### src/rtl/sta_result_drain.sv
// -----------------------------------------------------------------------------
// sta_result_drain
//
// Drains one row of N systolic-array accumulator results into a W-bit
// valid/ready word stream. When acc_done_i is seen and the block is able to
// capture, all N results are latched into an internal buffer. The PEs are told
// to clear their accumulators on the following cycle, and the buffer is then
// streamed out one word per accepted handshake, lowest PE index first.
//
// A new row can be captured on the same edge that the last word of the
// current row is accepted, so back-to-back rows stream without a bubble.
// A done pulse arriving at any other time during streaming cannot be captured.
// It is dropped and latches the sticky overrun flag.
//
// Parameters
//   N : accumulator results per drain (N >= 2)
//   W : width of each accumulator result
//
// Ports
//   clk_i       : clock, all state updates on rising edge
//   reset_i     : asynchronous active-high reset
//   acc_done_i  : one-cycle pulse, acc_i holds final row results
//   acc_i       : N results from the PE row
//   acc_clear_o : one-cycle pulse telling the PEs to zero their accumulators
//   out_valid_o : stream word valid
//   out_ready_i : downstream accepts the word
//   out_data_o  : current result word (bit-exact copy of the captured value)
//   out_idx_o   : PE index of out_data_o
//   out_last_o  : high with the word of index N-1
//   busy_o      : high while streaming
//   overrun_o   : sticky, a done pulse was dropped
// -----------------------------------------------------------------------------
module sta_result_drain #(
    parameter int N = 4,
    parameter int W = 32
) (
    input  logic                 clk_i,
    input  logic                 reset_i,
    input  logic                 acc_done_i,
    input  logic [W-1:0]         acc_i [N],
    output logic                 acc_clear_o,
    output logic                 out_valid_o,
    input  logic                 out_ready_i,
    output logic [W-1:0]         out_data_o,
    output logic [$clog2(N)-1:0] out_idx_o,
    output logic                 out_last_o,
    output logic                 busy_o,
    output logic                 overrun_o
);

    localparam int IDX_W = $clog2(N);
    localparam logic [IDX_W-1:0] LAST_IDX = IDX_W'(N - 1);

    typedef enum logic {
        IDLE   = 1'b0,
        STREAM = 1'b1
    } state_t;

    state_t             state_q, state_d;
    logic [IDX_W-1:0]   idx_q, idx_d;
    logic [W-1:0]       buf_q [N];
    logic               clear_q;
    logic               overrun_q;

    logic               capture;
    logic               overrun_set;
    logic               xfer;
    logic               at_last;

    // ---- control state register ----
    always_ff @(posedge clk_i or posedge reset_i) begin
        if (reset_i) begin
            state_q   <= IDLE;
            idx_q     <= '0;
            clear_q   <= 1'b0;
            overrun_q <= 1'b0;
        end else begin
            state_q   <= state_d;
            idx_q     <= idx_d;
            // The clear pulse follows every capture by exactly one cycle.
            clear_q   <= capture;
            if (overrun_set) begin
                overrun_q <= 1'b1;
            end
        end
    end

    // Result buffer carries no reset: it is only ever observed while in
    // STREAM, and reaching STREAM always passes through a capture.
    always_ff @(posedge clk_i) begin
        if (capture) begin
            for (int i = 0; i < N; i++) begin
                buf_q[i] <= acc_i[i];
            end
        end
    end

    // ---- next-state and handshake decode ----
    always_comb begin
        state_d     = state_q;
        idx_d       = idx_q;
        capture     = 1'b0;
        overrun_set = 1'b0;
        at_last     = (idx_q == LAST_IDX);
        xfer        = 1'b0;

        unique case (state_q)
            IDLE: begin
                // out_ready_i plays no part while idle.
                if (acc_done_i) begin
                    capture = 1'b1;
                    idx_d   = '0;
                    state_d = STREAM;
                end
            end
            STREAM: begin
                xfer = out_ready_i;
                if (xfer && at_last) begin
                    if (acc_done_i) begin
                        // Recapture on the final handshake: no idle bubble.
                        capture = 1'b1;
                        idx_d   = '0;
                    end else begin
                        idx_d   = '0;
                        state_d = IDLE;
                    end
                end else begin
                    if (xfer) begin
                        idx_d = idx_q + IDX_W'(1);
                    end
                    if (acc_done_i) begin
                        overrun_set = 1'b1;
                    end
                end
            end
            default: begin
                state_d = IDLE;
                idx_d   = '0;
            end
        endcase
    end

    // ---- outputs, decoded from registers only ----
    always_comb begin
        out_valid_o = (state_q == STREAM);
        busy_o      = (state_q == STREAM);
        out_idx_o   = (state_q == STREAM) ? idx_q : '0;
        out_last_o  = (state_q == STREAM) && at_last;
        out_data_o  = (state_q == STREAM) ? buf_q[idx_q] : '0;
        acc_clear_o = clear_q;
        overrun_o   = overrun_q;
    end

endmodule
### config.mk
export PLATFORM = sky130hd
export DESIGN_NAME = sta_result_drain
export DESIGN_NICKNAME = d
export VERILOG_FILES = /design/src/rtl/sta_result_drain.sv
export SDC_FILE = /design/constraint.sdc
export NUM_CORES = 1
export LEC_CHECK = 0
export BUFFER_PORTS_ARGS = -buffer_cell sky130_fd_sc_hd__buf_4
export CAP_MARGIN = 20
export CORE_MARGIN = 1
export CORE_UTILIZATION = 40
export DETAILED_ROUTE_END_ITERATION = 8
export GPL_TIMING_DRIVEN = 0
export PLACE_DENSITY = 0.66
export SLEW_MARGIN = 20
export SYNTH_ARGS = -nofsm -noshare
export SYNTH_HDL_FRONTEND = slang
export SYNTH_SLANG_ARGS = --single-unit
### constraint.sdc
create_clock -name clk_i -period 6.8 [get_ports clk_i]
set_input_delay 0.68 -clock clk_i [delete_from_list [all_inputs] [get_ports clk_i]]
set_output_delay 0.68 -clock clk_i [all_outputs]
set_load 0.02 [all_outputs]
### Word-level counts from Yosys, hierarchy flattened

Memories as Yosys holds them, arrays and structs flattened.
Cells that the tools add are included.

* eq/ne operators: 3
* bitwise gates (word level): 1
* mux-type cells: 15
* reductions and logical operators: 3
* $add $sub $neg: 1

Operator list (count)
* $mux 32: 1
* $mux 2: 4
* $mux 1: 7
* $pmux 1 s2: 2
* $pmux 2 s2: 1
* $ne 3x2->1 const B: 1
* $add 2x1->2 const B: 1
* $eq 2x2->1 const B: 1
* $logic_and 1x1->1: 2
* $ne 2x2->1 const B: 1
* $reduce_and 2->1: 1
* $not 1->1: 1

* bits in writable memories: 128
* word-level logic and storage cells: 28
* register bits: 5
* memories: 1
* bits of input ports: 132
* output and inout port bits: 39

Memory list
* buf_q: depth 4, width 32, rd ports 1, clocked after memory_dff 0, write ports 4, RTL line 61 `logic [W-1:0] buf_q [N];`

### Depth between registers and ports, before layout

Gate-level depths: netlist of the first run.

* word-level depth: 6
* gate-level depth with buffers: 5
* mapped depth without buffers: 3

### Worst setup path before layout of the first run

OpenSTA, ideal clock, no wires.

* path kind: in2reg
* start: input out_ready_i
* end: register clear_q, in the netlist acc_clear_o
* data required time: 6.080 ns
* setup time: 0.720 ns
* arrival time: 6.456 ns
* setup slack: -0.376 ns
* stages on the path: 2
* path buffers: 0
* cell sequence: a21boi_1 > nor2b_1

* longest elaborated chain between the ends: 3

Ends and longest elaborated chain
* start: declaration: RTL line 43 `input logic out_ready_i,`
* $logic_and 1x1->1: RTL line 118 `if (xfer && at_last) begin`
* $mux 1: RTL line 118
* $pmux 1 s2: RTL line 107 `unique case (state_q)`
* named net capture: RTL line 65 `logic capture;`
* end signal: assignment: RTL line 81 `clear_q <= capture;`
* end: declaration: RTL line 62 `logic clear_q;`

The timed path passes the listed nets, and every way through them passes these cells.
A chain may end at the register's enable or synchronous reset.

### Worst setup path in the final report of the first run

* start: register state_q, in the netlist busy_o
* end: output out_data_o[11]

* longest elaborated chain between the ends: 1

Ends and longest elaborated chain
* start: declaration: RTL line 59 `state_t state_q, state_d;`
* start signal: assignment: RTL line 78 `state_q <= state_d;`
* $mux 32: RTL line 149 `out_data_o = (state_q == STREAM) ? buf_q[idx_q] : '0;`
* end: declaration: RTL line 44 `output logic [W-1:0] out_data_o,`

No other way between the ends.

==> summary.txt, run 1 <==
Run
  • Total of max-cap violations: 0

STA
  • Tcrit/Tclk final: 39.6%
  • Final setup fails: 0
  • Final worst slack: 4.11 ns
  • Setup Skew: 0.00470 ns
  • Total negative slack: 0 ns
  • Hold Vio Cnt, Final: 0
  • Worst-Margin Slew: 0.575 ns
  • Fin. max-slew vios: 0
  • RSZ-0062 raised after global routing: false
  • Fin crit period: 2.69 ns
  • Rel. slew slack: 61.6%
  • Peak Freq: 371 MHz

Synthesis
  • Register area share after synthesis: 78.4%
  • Avg Cell Area, Syn: 19.5 µm²
  • Synthesized flop and latch total: 133
  • Cells after synthesis: 259
  • Netlist cell types: 22
  • Post-Syn Nets: 392
  • Synth warn: 0
  • Synthesized area: 5060 µm²

Detailed routing
  • Routed Antenna Nets: 0
  • Vias per cell: 4.71
  • WL final: 10500 µm
  • Drt wl/cell: 16.6 µm
  • Detailed Routing Iterations Pass 1: 4
  • Initial DRC count: 176
  • Via count: 2974
  • Residual DRC: 0

Cells and area
  • Commonest non-fill, non-tap cell in the layout: buf_4
  • Area of the multi-input gates: 947 µm²
  • Layout cells sized above 1: 46.8%
  • Commonest non-fill, non-tap cells in the layout: buf_4 (171), edfxtp_1 (128), mux2i_1 (65), o22ai_1 (32), clkbuf_16 (17)
  • Post-layout util: 59.4%
  • Area Overhead vs Synth: 42.7%
  • Post-route cell area: 7220 µm²
  • Reg area: 3970 µm²
  • Nets: 586
  • # diodes: 0
  • Fill count: 953
  • Finished Layout Cells: 632

Die
  • Starting density of the core: 41.6%
  • Die area: 13100 µm²
  • Ports: 171
  • Number of core rows: 40
  • Chip width: 114 µm
  • Core area: 12200 µm²
  • Die height: 114 µm

Clocking
  • Htree depth: 4
  • Clock sinks: 133
  • Clock buffer depth: 2
  • Later-pin clock latency in the skew report: 0.41 ns
  • Post_cts resized: 0
  • CTS tree: done
  • Post-CTS setup buffer count: 0
  • Hold buffer count at cts: 0
  • Num CTS Buffers: 17
  • Root cell of the clock tree: clkbuf_16
  • Clock transition at path regs: 0.05 ns

Setup path
  • Worst setup EP type: output pin
  • Worst R2R End: buf_q[2][10]
  • Worst R2R Start: busy_o
  • Data arrival time of the critical path: 2.01 ns
  • Worst Setup EP: out_data_o[11]
  • Crit path required time: 6.12 ns
  • Critical Path Start: busy_o
  • Critical path type: flip-flop to output pin
  • FF-to-FF setup slack: 4.84 ns
  • Crit start category: flip-flop
  • Reg2reg path depth: 4
  • CP Max Fanout: 10

GRT
  • M2 GR Usage: 28.4%
  • Largest net degree at the start of global routing: 31
  • Met3 usage: 7.83%
  • GRT Total Usage: 16.9%
  • Vias in the first global route: 3094
  • Initial antenna violation count: 0
  • First-pass GRT wire length: 15800 µm
  • GRT busiest layer: met2
  • Total gr overflow: 0
  • Met1 usage: 18.4%

Placed design
  • Worst slack, placed: 4.47 ns
  • GP Congestion: 0.708
  • IO buf count: 170
  • Dpl cell area: 6680 µm²
  • Hpwl dp: 7360 µm
  • Inst Count DP: 602

Power and ir drop
  • Peak VDD IR: 0.242 mV
  • Combinational share of power: 32.8%
  • Int Pwr: 1.94 mW
  • Clk pwr share: 30.4%
  • Leakage: 2.88 nW
  • Sequential power share: 36.8%
  • Net Sw Frac: 30.2%
  • P_sw: 839 µW
  • Pwr/cell area: 385 nW/µm²

Min path
  • Hold Path Class: input pin to asynchronous set/reset pin

Outcome
  • Status: completed
==> power groups by stage <==
stage | clock network [mW] | logic, mW | registers (mW)
floorplan | 0 | 0.537 | 1.05
global placement | 0 | 0.885 | 1.05
detailed placement | 0 | 0.924 | 1.04
CTS | 0.860 | 0.926 | 1.02
global route | 0.903 | 0.968 | 1.03
finish | 0.845 | 0.912 | 1.02
==> area by class of cell <==
type	instances	area share (%)
Buffer	15	2.01
Clock buffer	20	6.04
Clock inverter	10	1.52
Inverter	2	0.104
Multi-Input combinational cell	109	13.1
Sequential cell	133	54.9
Tap cell	168	2.91
Timing Repair Buffer	175	19.4
==> flip-flops by register name, indices dropped and copies added (netlist names) <==
register / count
acc_clear_o: 1
overrun_o: 1
buf_q: 128
idx_q: 2
busy_o: 1
==> metrics by stage <==
stage / power, mW / hold slack [ns]
2_1_floorplan: 1.58 / 0.459
3_3_place_gp: 1.94 / 0.451
3_5_place_dp: 1.96 / 0.460
4_1_cts: 2.81 / 0.159
5_1_grt: 2.90 / 0.173
6_report: 2.78 / 0.176
==> worst min path at each step <==
stage               slack (ns)          end       from  cells after the start
CTS                       0.16  acc_clear_o    reset_i                      2
finish                    0.18  acc_clear_o    reset_i                      2
floorplan                 0.46  acc_clear_o    reset_i                      1
detailed placement        0.46    overrun_o  overrun_o                      1
global placement          0.45    overrun_o  overrun_o                      1
global route              0.17  acc_clear_o    reset_i                      2
==> kinds of logic after synthesis <==
kind of cell | count (synthesis) | share of synthesized area [%]
buf+inv | 17 | 3.02
compound gates | 36 | 4.60
simple gates | 7 | 0.865
mux | 65 | 12.9
fa+ha+maj | 1 | 0.247
flops | 133 | 78.4
==> metal layers <==
metal | vias up | routed length [µm]
li1 | 1433 | -
met1 | 1419 | 4190
met2 | 110 | 5230
met3 | 12 | 900
met4 | 0 | 163
met5 | - | 0
==> worst max-delay path: stages (launching register included) <==
cell      delay (ns)
dfrtp_1         0.49
nand2_1         0.24
clkbuf_1        0.48
o22ai_1         0.19
buf_4           0.20
==> Yosys cell counts <==
cell type  count  area [µm²]
clkbuf_4       3        22.5
and3b_1        1        8.76
o22ai_1       32         200
and2_1         2        12.5
nand2_1        1        3.75
mux2i_1       65         651
a21o_1         2        15.0
a21boi_1       1        7.51
inv_1          2        7.51
buf_8          1        15.0
a32o_1         1        10.0
buf_4          1        7.51
nor2b_1        1        6.26
buf_2          5        25.0
buf_12         3        60.1
or2_2          1        6.26
nand2b_1       1        6.26
clkbuf_1       1        3.75
ha_1           1        12.5
buf_6          1        11.3
edfxtp_1     128        3840
dfrtp_1        5         125
(Power assumes the default switching activity.)
==> run 2, diff against run 1 <==
--- a/config.mk
+++ b/config.mk
@@ -11,7 +11,7 @@
 export CORE_UTILIZATION = 40
 export DETAILED_ROUTE_END_ITERATION = 8
 export GPL_TIMING_DRIVEN = 0
-export PLACE_DENSITY = 0.66
+export PLACE_DENSITY = 0.64
 export SLEW_MARGIN = 20
 export SYNTH_ARGS = -nofsm -noshare
 export SYNTH_HDL_FRONTEND = slang
==> constraint.sdc (replaced) <==
create_clock -name clk_i -period 2.5 [get_ports clk_i]
set_input_delay 0.25 -clock clk_i [delete_from_list [all_inputs] [get_ports clk_i]]
set_output_delay 0.25 -clock clk_i [all_outputs]
set_load 0.02 [all_outputs]
==> summary.txt, run 2 (same netlist as run 1, synthesis figures left out) <==
Die
  • Die height: 114 µm (unchanged)
  • Core area: 12200 µm² (unchanged)
  • Starting density of the core: 41.6% (unchanged)
  • Chip width: 114 µm (unchanged)
  • Number of core rows: 40 (unchanged)
  • Die area: 13100 µm² (unchanged)
  • Ports: 171 (unchanged)

Placed design
  • IO buf count: 170 (unchanged)
  • GP Congestion: 0.688 (-2.8%)
  • Hpwl dp: 7300 µm (-0.87%)
  • Inst Count DP: 602 (unchanged)
  • Dpl cell area: 6690 µm² (+0.19%)

Detailed routing
  • WL met3: 752 µm (-16%)
  • Top layer in use: met4
  • Detailed Routing Iterations Pass 1: 4 (unchanged)
  • Residual DRC: 0 (unchanged)
  • Routed Antenna Nets: 0 (unchanged)
  • Via count: 3506 (+18%)
  • Metal2 WL: 6560 µm (+25%)
  • Initial DRC count: 190 (+8.0%)
  • WL final: 12500 µm (+19%)
  • Vias per cell: 4.66 (-1.1%)
  • Drt wl/cell: 16.6 µm (about the same)
  • Post-Route M1 WL: 4900 µm (+17%)

Cells and area
  • Layout cells sized above 1: 37.8% (-9.0 points)
  • Top reg by flops: buf_q
  • Commonest non-fill, non-tap cell in the layout: buf_4
  • Commonest non-fill, non-tap cells in the layout: buf_4 (171), edfxtp_1 (128), dlygate4sd3_1 (119), mux2i_1 (65), o22ai_1 (32)
  • Max reg flops: 128 (unchanged)
  • Area Overhead vs Synth: 66.9%
  • # diodes: 0 (unchanged)
  • Regs by FF count: buf_q x128, idx_q x2
  • Finished Layout Cells: 753 (+19%)
  • Post-route cell area: 8450 µm² (+17%)
  • Fill count: 794 (-17%)
  • Nets: 705 (+20%)

STA
  • Final setup fails: 0 (unchanged)
  • Setup Skew: 0.0122 ns (+0.00752 ns)
  • Hold Vio Cnt, Final: 0 (unchanged)
  • Fin. max-slew vios: 0 (unchanged)
  • Fin crit period: 2.28 ns
  • Tcrit/Tclk final: 91.1%
  • RSZ-0062 raised after global routing: false
  • Rel. slew slack: 60.6% (-1.0 points)
  • Worst-Margin Slew: 0.590 ns (+0.0150 ns)
  • Peak Freq: 439 MHz

Setup path
  • Critical path type: flip-flop to output pin
  • Crit start category: flip-flop
  • CP Max Fanout: 10 (unchanged)
  • Crit path required time: 2.25 ns (-3.87 ns)
  • Worst setup EP type: output pin
  • Data arrival time of the critical path: 2.03 ns (+0.02 ns)

Clocking
  • Htree depth: 4 (unchanged)
  • Later-pin clock latency in the skew report: 0.42 ns (about the same)
  • Num CTS Buffers: 17 (unchanged)
  • Clock transition at path regs: 0.06 ns (about the same)
  • Root cell of the clock tree: clkbuf_16
  • Post_cts resized: 0 (unchanged)
  • CTS tree: done
  • Clock sinks: 133 (unchanged)
  • Hold buffer count at cts: 114 (+114)
  • Post-CTS setup buffer count: 0 (unchanged)
  • Clock buffer depth: 2 (unchanged)

GRT
  • Total gr overflow: 0 (unchanged)
  • GRT Total Usage: 20.1% (+3.2 points)
  • First-pass GRT wire length: 19000 µm (+21%)
  • Vias in the first global route: 3791 (+23%)
  • Largest net degree at the start of global routing: 31 (unchanged)
  • Initial antenna violation count: 0 (unchanged)

Outcome
  • Status: completed

Run
  • Total of max-cap violations: 0 (unchanged)

Min path
  • Hold Path Class: input pin to flip-flop

Power and ir drop
  • Peak VDD IR: 0.580 mV (+140%)
  • Leakage: 3.39 nW (+18%)
  • Pwr/cell area: 924 nW/µm² (+140%)
run 2: changes by cell type in the layout (fill, tap and decap cells not counted), sizes merged:
| cell | previous run | this run |
|---|---|---|
| dlygate4sd3 | 0 | 119 |
| clkinv | 5 | 8 |
| clkbuf | 24 | 23 |
run 2: metal layers:
layer  vias to the layer above  track usage, %
met3                        19            7.15
met1                      1692            22.1
met5                         -               0
met2                       120            34.9
met4                         0            9.26
li1                       1675               -
run 2: power by group:
group	total (mW)	switching, mW	internal [mW]
combinational	2.66	1.42	1.24
clock	2.37	0.912	1.46
sequential	2.78	0.0646	2.72
run 2: critical path, stage by stage (launching register included):
cell,delay (ns)
dfrtp_2,0.48
nand2_1,0.22
clkbuf_1,0.50
o22ai_1,0.21
buf_4,0.21
run 2: final timing paths:
path	startpoint	endpoint	slack (ns)	cells after the start
setup / recovery	busy_o	out_data_o[9]	0.22	4
hold / removal	acc_i[105]	buf_q[0][9]	0.02	1
setup reg to reg	idx_q[1]	buf_q[3][8]	0.54	6
hold reg to reg	overrun_o	overrun_o	0.46	1
max in group asynchronous	reset_i	busy_o	2.01	3
min in group asynchronous	reset_i	overrun_o	0.30	3
run 2: stage by stage:
stage / worst slack (ns) / setup TNS [ns] / util, % / total power, mW / hold slack, ns
2_1_floorplan: -0.486 / -62.59 / - / 4.31 / 0.0285
3_3_place_gp: -1.14 / -145.23 / 54.0 / 5.26 / 0.170
3_5_place_dp: 0.561 / 0 / 55.0 / 5.34 / 0.178
4_1_cts: 0.175 / 0 / 69.1 / 7.86 / 0.000478
5_1_grt: 0.0928 / 0 / 69.5 / 8.14 / 0.000156
6_report: 0.222 / 0 / 69.5 / 7.81 / 0.0156
run 2: area by class of cell:
| cell class | count | area, µm² | area share (%) |
|---|---|---|---|
| Inverter | 2 | 7.51 | 0.0888 |
| Clock inverter | 13 | 135 | 1.60 |
| Tap cell | 168 | 210 | 2.49 |
| Timing Repair Buffer | 294 | 2590 | 30.7 |
| Sequential cell | 133 | 3970 | 47.0 |
| Multi-Input combinational cell | 109 | 958 | 11.3 |
| Buffer | 15 | 145 | 1.72 |
| Clock buffer | 19 | 433 | 5.12 |
==> run 3, diff against run 2 <==
--- a/config.mk
+++ b/config.mk
@@ -8,10 +8,10 @@
 export BUFFER_PORTS_ARGS = -buffer_cell sky130_fd_sc_hd__buf_4
 export CAP_MARGIN = 20
 export CORE_MARGIN = 1
-export CORE_UTILIZATION = 40
+export CORE_UTILIZATION = 50
 export DETAILED_ROUTE_END_ITERATION = 8
 export GPL_TIMING_DRIVEN = 0
-export PLACE_DENSITY = 0.64
+export PLACE_DENSITY = 0.77
 export SLEW_MARGIN = 20
 export SYNTH_ARGS = -nofsm -noshare
 export SYNTH_HDL_FRONTEND = slang
==> summary.txt, run 3 <==
Outcome
  • Status: did not finish
  • Failed at: clock tree synthesis (4_1_cts)
  • Run Error: [ERROR RSZ-0060] Max buffer count reached.

Synthesis
  • Netlist cell types: 22 (unchanged)
  • Synthesized flop and latch total: 133 (unchanged)
  • Post-synth top flop: edfxtp_1
  • Avg Cell Area, Syn: 19.5 µm² (unchanged)
  • Synth top cells by count: edfxtp_1 (128), mux2i_1 (65), o22ai_1 (32), buf_2 (5), dfrtp_1 (5)
  • Synth area leader: edfxtp_1
  • Post-synth top area share: 75.9% (unchanged)
  • Post-Syn Nets: 392 (unchanged)
  • Most frequent cell after synthesis: edfxtp_1
  • Top cells by area, synth: edfxtp_1 (76%), mux2i_1 (13%), o22ai_1 (4.0%)
  • Synthesized area: 5060 µm² (unchanged)
  • Cells after synthesis: 259 (unchanged)
  • Ys async rst share: 3.76% (unchanged)
  • EDFF count, synth: 128 (unchanged)
  • Register area share after synthesis: 78.4% (unchanged)
  • Synth warn: 0 (unchanged)

Clocking
  • Clock sinks: 133 (unchanged)
  • Num CTS Buffers: 17 (unchanged)
  • Htree depth: 4 (unchanged)
  • Root cell of the clock tree: clkbuf_8
  • Clock buffer depth: 2 (unchanged)
  • Hold buffer count at cts: 120 (+5.3%)
  • Post-CTS setup buffer count: 0 (unchanged)
  • Post_cts resized: 0 (unchanged)

Placed design
  • Hpwl dp: 7230 µm (-0.95%)
  • Inst Count DP: 566 (-6.0%)
  • Dpl cell area: 6610 µm² (-1.2%)
  • GP Congestion: 0.726 (+5.5%)
  • IO buf count: 170 (unchanged)

Die
  • Die height: 103 µm (-10%)
  • Ports: 171 (unchanged)
  • Number of core rows: 36 (-10%)
  • Starting density of the core: 51.8% (+10 points)
  • Chip width: 103 µm (-10%)
[run 3: cell families after synthesis]
| family | after synthesis | synth area share, % |
|---|---|---|
| and+or+nand+nor | 7 | 0.865 |
| DFF | 133 | 78.4 |
| adders and majority gates | 1 | 0.247 |
| buffers and inverters | 17 | 3.02 |
| muxes | 65 | 12.9 |
| AOI/OAI and AO/OA | 36 | 4.60 |
[run 3: metrics by stage]
step,hold slack (ns),TNS [ns],setup slack [ns]
2_1_floorplan,0.0285,-62.59,-0.486
3_3_place_gp,0.166,-134.37,-1.05
3_5_place_dp,0.167,0,0.509
==> run 4, diff against run 3 <==
--- a/config.mk
+++ b/config.mk
@@ -8,10 +8,10 @@
 export BUFFER_PORTS_ARGS = -buffer_cell sky130_fd_sc_hd__buf_4
 export CAP_MARGIN = 20
 export CORE_MARGIN = 1
-export CORE_UTILIZATION = 50
+export CORE_UTILIZATION = 40
 export DETAILED_ROUTE_END_ITERATION = 8
 export GPL_TIMING_DRIVEN = 0
-export PLACE_DENSITY = 0.77
+export PLACE_DENSITY_LB_ADDON = 0.15
 export SLEW_MARGIN = 20
 export SYNTH_ARGS = -nofsm -noshare
 export SYNTH_HDL_FRONTEND = slang
==> summary.txt, run 4 (same netlist as run 1, synthesis figures left out) <==
Outcome
  • Status: completed

Setup path
  • Worst R2R Start: idx_q[1]
  • Data arrival time of the critical path: 2.00 ns
  • Worst setup EP type: output pin
  • Crit path required time: 2.25 ns
  • Critical path type: flip-flop to output pin
  • FF-to-FF setup slack: 0.37 ns
  • Critical Path Start: busy_o
  • CP Max Fanout: 10
  • Crit start category: flip-flop

Detailed routing
  • Drt wl/cell: 16.0 µm
  • Residual DRC: 0
  • Detailed Routing Iterations Pass 1: 4
  • Via count: 3409
  • Initial DRC count: 139
  • Routed Antenna Nets: 0
  • WL final: 11900 µm
  • Vias per cell: 4.58

Die
  • Ports: 171 (unchanged)
  • Number of core rows: 40 (+11%)
  • Chip width: 114 µm (+12%)
  • Core area: 12200 µm²
  • Die height: 114 µm (+12%)
  • Starting density of the core: 41.6% (-10 points)
  • Die area: 13100 µm²

Cells and area
  • Area Overhead vs Synth: 65.5%
  • Reg area: 3970 µm²
  • Commonest non-fill, non-tap cell in the layout: buf_4
  • Nets: 697
  • Top reg by flops: buf_q
  • Fill count: 838
  • Area of the multi-input gates: 958 µm²
  • Regs by FF count: buf_q x128, idx_q x2
  • Max reg flops: 128
  • Layout cells sized above 1: 38.0%
  • Post-route cell area: 8370 µm²
  • # diodes: 0
  • Commonest non-fill, non-tap cells in the layout: buf_4 (171), edfxtp_1 (128), dlygate4sd3_1 (111), mux2i_1 (65), o22ai_1 (32)

STA
  • Fin. max-slew vios: 0
  • Fin crit period: 2.25 ns
  • Hold Vio Cnt, Final: 0
  • Setup Skew: 0.00606 ns
  • Final worst slack: 0.253 ns
  • Final setup fails: 0
  • Worst-Margin Slew: 0.620 ns
  • Tcrit/Tclk final: 89.9%
  • RSZ-0062 raised after global routing: false
  • Hold WS: 0.0174 ns
  • Peak Freq: 445 MHz
  • Rel. slew slack: 58.7%

Placed design
  • IO buf count: 170 (unchanged)
  • Dpl cell area: 6690 µm² (+1.2%)
  • Worst slack, placed: 0.393 ns (-0.117 ns)
  • GP Congestion: 0.698 (-3.9%)
  • Hpwl dp: 7380 µm (+2.1%)

Min path
  • Hold Path Class: input pin to flip-flop
  • Hold Crit Start: acc_i[107]

Power and ir drop
  • Peak VDD IR: 0.514 mV
  • Leakage: 3.37 nW
  • Pwr/cell area: 934 nW/µm²

Clocking
  • CTS tree: done
  • Hold buffer count at cts: 110 (-8.3%)
  • Num CTS Buffers: 17 (unchanged)
  • Clock sinks: 133 (unchanged)
  • Post_cts resized: 0 (unchanged)
  • Later-pin clock latency in the skew report: 0.41 ns
  • Clock transition at path regs: 0.06 ns
  • Clock buffer depth: 2 (unchanged)
  • Post-CTS setup buffer count: 0 (unchanged)
  • Root cell of the clock tree: clkbuf_16
  • Htree depth: 4 (unchanged)

Run
  • Total of max-cap violations: 0

GRT
  • Initial antenna violation count: 0
  • GRT Total Usage: 19.3%
  • Vias in the first global route: 3702
  • Largest net degree at the start of global routing: 29
  • Total gr overflow: 0
  • First-pass GRT wire length: 18300 µm
-- run 4: critical path: stages, from the launching register on --
cell      delay, ns
dfrtp_2        0.47
nand2_1        0.22
clkbuf_1       0.52
o22ai_1        0.17
buf_4          0.20
-- run 4: worst paths after layout --
path | to | cells after the start
setup reg to reg | buf_q[2][7] | 6
min in group asynchronous | overrun_o | 3
hold reg to reg | overrun_o | 1
max in group asynchronous | busy_o | 3
setup / recovery | out_data_o[6] | 4
hold / removal | buf_q[0][11] | 1
-- run 4: where the power goes --
group	leakage [nW]	total (mW)	switching (mW)	internal [mW]
sequential	1.22	2.79	0.0653	2.72
clock	0.276	2.40	0.857	1.55
combinational	1.87	2.64	1.40	1.23
-- run 4: per-stage QoR --
| step | TNS, ns | total power, mW | utilization (%) | std cells |
|---|---|---|---|---|
| 4_1_cts | 0 | 7.92 | 68.8 | 744 |
| 3_5_place_dp | 0 | 5.35 | 55.0 | 602 |
| 3_3_place_gp | -147.58 | 5.26 | 54.0 | 597 |
| 2_1_floorplan | -62.59 | 4.31 | - | 259 |
| 6_report | 0 | 7.82 | 68.9 | 745 |
| 5_1_grt | 0 | 8.18 | 68.9 | 745 |
-- run 4: layout make-up --
class,instances,share of cell area (%)
Buffer,15,1.73
Clock buffer,20,5.21
Clock inverter,12,1.63
Inverter,2,0.0896
Multi-Input combinational cell,109,11.4
Sequential cell,133,47.4
Tap cell,168,2.51
Timing Repair Buffer,286,30.0
-- run 4: layer usage --
metal / up-vias / global-route usage (%) / share of wire, %
li1: 1662 / - / -
met1: 1603 / 22.4 / 41
met2: 123 / 33.1 / 51
met3: 21 / 6.35 / 6.5
met4: 0 / 7.71 / 1.9
met5: - / 0 / 0
